`src/rtl/byte_packer_pkg.sv`:
```
// Shared sizing for the byte packer: default geometry, derived word width,
// lane-counter width and the saturation limit of the word counter.
package byte_packer_pkg;

  localparam int BP_BYTES  = 4;
  localparam int BP_DW_IN  = 8;
  localparam int BP_DW_OUT = BP_BYTES * BP_DW_IN;
  localparam int BP_CNT_W  = $clog2(BP_BYTES);

  localparam logic [15:0] WORD_CNT_MAX = 16'hFFFF;

  // Lane-counter width for an arbitrary geometry; never narrower than one bit.
  function automatic int lane_cnt_w(input int bytes);
    return (bytes > 1) ? $clog2(bytes) : 1;
  endfunction

endpackage

```
`src/rtl/byte_packer.sv`:
```
// Packs a valid/ready byte stream little-endian into BYTES-wide words with a
// keep mask and packet-end flag; one output register, latency of one cycle.
module byte_packer
  import byte_packer_pkg::*;
#(
  parameter int BYTES = BP_BYTES,
  parameter int DW_IN = BP_DW_IN
) (
  input  logic                   clk,
  input  logic                   rst_n,
  input  logic [DW_IN-1:0]       in_data_i,
  input  logic                   in_valid_i,
  input  logic                   in_last_i,
  output logic                   in_ready_o,
  output logic [BYTES*DW_IN-1:0] out_data_o,
  output logic [BYTES-1:0]       out_keep_o,
  output logic                   out_last_o,
  output logic                   out_valid_o,
  input  logic                   out_ready_i,
  output logic [15:0]            word_cnt_o
);

  localparam int DW_OUT = BYTES * DW_IN;
  localparam int CNT_W  = lane_cnt_w(BYTES);

  logic [CNT_W-1:0]  cnt_q,       cnt_d;
  logic [DW_OUT-1:0] acc_q,       acc_d;
  logic [DW_OUT-1:0] out_data_q,  out_data_d;
  logic [BYTES-1:0]  out_keep_q,  out_keep_d;
  logic              out_last_q,  out_last_d;
  logic              out_valid_q, out_valid_d;
  logic [15:0]       word_cnt_q,  word_cnt_d;

  logic              in_hs_s;
  logic              out_hs_s;
  logic              complete_s;
  logic [DW_OUT-1:0] merged_s;
  logic [BYTES-1:0]  keep_s;

  assign in_ready_o  = !out_valid_q | out_ready_i;
  assign in_hs_s     = in_valid_i & in_ready_o;
  assign out_hs_s    = out_valid_q & out_ready_i;
  assign complete_s  = in_hs_s & ((cnt_q == CNT_W'(BYTES - 1)) | in_last_i);

  assign out_data_o  = out_data_q;
  assign out_keep_o  = out_keep_q;
  assign out_last_o  = out_last_q;
  assign out_valid_o = out_valid_q;
  assign word_cnt_o  = word_cnt_q;

  // Accumulator with the incoming byte dropped into lane cnt, plus its keep mask.
  always_comb begin
    merged_s = acc_q;
    keep_s   = '0;
    for (int k = 0; k < BYTES; k++) begin
      if (cnt_q == CNT_W'(k)) begin
        merged_s[k*DW_IN +: DW_IN] = in_data_i;
      end else begin
        merged_s[k*DW_IN +: DW_IN] = acc_q[k*DW_IN +: DW_IN];
      end
      keep_s[k] = (CNT_W'(k) <= cnt_q) ? 1'b1 : 1'b0;
    end
  end

  // Next-state for lane counter, accumulator, output register and word counter.
  always_comb begin
    cnt_d       = cnt_q;
    acc_d       = acc_q;
    out_data_d  = out_data_q;
    out_keep_d  = out_keep_q;
    out_last_d  = out_last_q;
    out_valid_d = out_valid_q;
    word_cnt_d  = word_cnt_q;

    if (complete_s) begin
      cnt_d = '0;
      acc_d = '0;
    end else if (in_hs_s) begin
      cnt_d = cnt_q + CNT_W'(1);
      acc_d = merged_s;
    end else begin
      cnt_d = cnt_q;
      acc_d = acc_q;
    end

    // A fresh word wins over a drain, so valid stays high across load+drain.
    if (complete_s) begin
      out_data_d  = merged_s;
      out_keep_d  = keep_s;
      out_last_d  = in_last_i;
      out_valid_d = 1'b1;
    end else if (out_hs_s) begin
      out_valid_d = 1'b0;
    end else begin
      out_valid_d = out_valid_q;
    end

    if (out_hs_s && (word_cnt_q != WORD_CNT_MAX)) begin
      word_cnt_d = word_cnt_q + 16'd1;
    end else begin
      word_cnt_d = word_cnt_q;
    end
  end

  // State registers; reset discards any partial word.
  always_ff @(posedge clk or negedge rst_n) begin
    if (!rst_n) begin
      cnt_q       <= '0;
      acc_q       <= '0;
      out_data_q  <= '0;
      out_keep_q  <= '0;
      out_last_q  <= 1'b0;
      out_valid_q <= 1'b0;
      word_cnt_q  <= 16'd0;
    end else begin
      cnt_q       <= cnt_d;
      acc_q       <= acc_d;
      out_data_q  <= out_data_d;
      out_keep_q  <= out_keep_d;
      out_last_q  <= out_last_d;
      out_valid_q <= out_valid_d;
      word_cnt_q  <= word_cnt_d;
    end
  end

endmodule

```
`config.mk`:
```
export PLATFORM = sky130hd
export DESIGN_NAME = byte_packer
export DESIGN_NICKNAME = d
export VERILOG_FILES = /design/src/rtl/byte_packer_pkg.sv /design/src/rtl/byte_packer.sv
export SDC_FILE = /design/constraint.sdc
export NUM_CORES = 1
export LEC_CHECK = 0
export ABC_AREA = 1
export BUFFER_PORTS_ARGS = -buffer_cell sky130_fd_sc_hd__buf_2
export CORE_MARGIN = 4
export CORE_UTILIZATION = 35
export DETAILED_ROUTE_END_ITERATION = 12
export HOLD_SLACK_MARGIN = 0.03
export PLACE_DENSITY = 0.57
export SYNTH_ARGS = -nofsm -noshare
export SYNTH_HDL_FRONTEND = slang
export SYNTH_SLANG_ARGS = --single-unit
```
`constraint.sdc`:
```
create_clock -name clk -period 2.54 [get_ports clk]
set_clock_uncertainty 0.05 [all_clocks]
set_input_delay 0.381 -clock clk [delete_from_list [all_inputs] [get_ports clk]]
set_output_delay 0.381 -clock clk [all_outputs]
set_load 0.01 [all_outputs]
```
==> results.sh <==
export IMPL_final_cell_mix="nand2_1, dfrtp_1, buf_2"
export IMPL_final_antenna_net_count=0
export IMPL_grt_max_degree=53
export IMPL_post_cts_resized=0
export IMPL_routed_wl_um=9870
export IMPL_mappedNetlistArea_mm2=0.00415
export IMPL_port_buffers=67
export IMPL_critPathMostFrequentCell="nand2_1"
export IMPL_synth_main_ff_cell="dfrtp_1"
export IMPL_cts_max_level=3
export IMPL_ys_warn_count=0
export IMPL_wl_met2_um=4640
export IMPL_cts_setup_buffers=0
export IMPL_via_per_inst=4.70
export IMPL_core_area_mm2=0.0115
export IMPL_drc=0
export IMPL_layout_drive_gt1_share_pct=19.4
export IMPL_slowest_delay_ns=0.54
export IMPL_grtUsageTotal_pct=15.5
export IMPL_hold_buffers=1
export IMPL_cts_buffer_depth=2
export IMPL_place_gp_congestion=0.779
export IMPL_highest_layer="met4"
export IMPL_grt_pass1_vias=3273
export IMPL_ys_ff_latch=88
export IMPL_rows=39
export IMPL_io_pins=68
export IMPL_wire_per_inst_um=13.9
export IMPL_layout_commonest_cell="nand2_1"
export IMPL_async_flop_share_pct=100
export IMPL_vias=3342
export IMPL_endpoint_kind="register"
export IMPL_status="complete, no violations"
export IMPL_final_min_clock_period_ns=2.18
export IMPL_required_ns=2.71
export IMPL_final_setup_viol_count=0
export IMPL_ir_drop_mv=0.478
export IMPL_clk_insertion_delay_late_ns=0.35
export IMPL_worstPathArrival_ns=2.36
export IMPL_grt_overflow_total=0
export IMPL_crit_slowest_cell="ha_1"
export IMPL_cts_root_buffer="clkbuf_16"
export IMPL_wl_met1_um=4660
export IMPL_p_per_area_mw_per_mm2=838
export IMPL_antennaDiodeCount=0
export IMPL_cts_tree="yes"
export IMPL_max_freq_mhz=458
export IMPL_yosysSeqAreaShare_pct=53.1
export IMPL_finalSetupTns_ns=0
export IMPL_cts_inserted_buffers=9
export IMPL_synth_edff_count=0
export IMPL_drv_slew=0
export IMPL_syn_inst=498
export IMPL_area_growth_syn_to_layout_pct=18.9
export IMPL_drt_initial_drc_count=211
export IMPL_slew_limit_headroom_pct=60.8
export IMPL_finalHoldViolCount=0
export IMPL_fin_nets=583
export IMPL_cts_clk_slew_worst_paths_ns=0.07
export IMPL_post_route_period_util_pct=86.0
export IMPL_worstSetupStartpointType="register"
export IMPL_holdWs_ns=0.291
export IMPL_critPathTopFamily="adder cells"
export IMPL_drt_first_pass_iters=4
export IMPL_start_util_pct=36.0
export IMPL_min_path_type="input pin to register"
export IMPL_wl_met3_um=495
export IMPL_dieHeight_um=117
export IMPL_antenna_found_initial=0
export IMPL_rsz0062_at_grt="false"
export IMPL_grt_pass1_wl_um=16200
export IMPL_drv_cap=0
export IMPL_cp_cell_sequence="ha_1 -> nand2_2 -> nand2_4 -> inv_2 -> buf_12 -> nand2_1 -> nand2_1"
export IMPL_critPathKind="register to register"
export IMPL_die_width_um=117
export IMPL_total_leakage_power_nw=2.58
export IMPL_dieArea_mm2=0.0136
export IMPL_worst_pin_slew_ns=0.589
export IMPL_crit_fanout=27
export IMPL_synth_area_per_cell_um2=8.32
export IMPL_clock_sinks=88
export IMPL_dp_hpwl_um=6770
export IMPL_ys_types=25
export IMPL_cp_num_buf_inv=2
export IMPL_syn_num_nets=517
[kinds of logic after synthesis]
| family | share of synthesized area, % |
|---|---|
| simple gates | 26.2 |
| xor+xnor | 1.27 |
| mux | 1.93 |
| buf+inv | 7.12 |
| flops | 53.1 |
| fa+ha+maj | 1.81 |
| compound gates | 8.57 |
[final timing paths]
| kind | startpoint | end | slack, ns | cells past startpoint |
|---|---|---|---|---|
| worst max-delay path | cnt_q[1] | out_keep_o[2] | 0.36 | 7 |
| worst min-delay path | out_ready_i | out_valid_o | 0.29 | 4 |
| worst max register to register | cnt_q[1] | out_keep_o[2] | 0.36 | 7 |
| worst min register to register | out_keep_o[0] | out_keep_o[0] | 0.41 | 1 |
| max in group asynchronous | rst_n | out_data_o[24] | 1.27 | 3 |
| min in group asynchronous | rst_n | word_cnt_o[9] | 0.53 | 2 |
[per-stage QoR]
| stage | cells | area [µm²] | worst slack [ns] | total power [mW] | util, % |
|---|---|---|---|---|---|
| after floorplan | 498 | 4150 | 1.02 | 2.42 | - |
| after global placement | 695 | 4610 | 0.409 | 2.77 | 40.0 |
| after detailed placement | 695 | 4610 | 0.307 | 2.81 | 40.0 |
| after CTS | 711 | 4930 | 0.299 | 4.19 | 42.8 |
| after global routing | 711 | 4930 | 0.173 | 4.39 | 42.8 |
| final | 711 | 4930 | 0.356 | 4.13 | 42.8 |
[layout make-up]
type,count,area (µm²)
Clock buffer,11,253
Clock inverter,4,53.8
Fill cell,1169,6590
Inverter,48,180
Multi-Input combinational cell,342,1650
Sequential cell,88,2200
Tap cell,143,179
Timing Repair Buffer,75,413
[synth_stat cells, types with 4 or more instances]
library cell | instances | area (µm²)
inv_1 | 45 | 169
nor2_1 | 15 | 56.3
buf_6 | 4 | 45.0
mux2i_1 | 8 | 80.1
o21ai_2 | 7 | 61.3
buf_2 | 8 | 40.0
nand4_1 | 4 | 25.0
ha_1 | 6 | 75.1
nand2_1 | 194 | 728
nand3_1 | 33 | 165
dfrtp_1 | 88 | 2200
o21ai_0 | 52 | 260
clkbuf_1 | 8 | 30.0
[flip-flops by register name (all words and copies together), names as in the netlist]
signal and flops:
acc_q 32, cnt_q 2, out_data_o 32, out_keep_o 4
out_last_o 1, out_valid_o 1, word_cnt_o 16
[worst min-delay path: stages]
cell     delay (ns)
buf_2          0.10
inv_2          0.05
nand2_1        0.08
nand2_1        0.05
[where the power goes]
group | leakage (nW) | total, mW | switching (mW) | internal, mW
clock | 0.144 | 1.36 | 0.551 | 0.812
combinational | 1.26 | 0.955 | 0.607 | 0.347
sequential | 1.17 | 1.81 | 0.155 | 1.66
[metal layers]
layer / vias to the layer above / global-route usage (%)
met5: - / 0
met4: 0 / 5.05
met3: 7 / 4.88
met2: 74 / 25.0
met1: 1569 / 19.8
li1: 1692 / -
(Power assumes the default switching activity.)
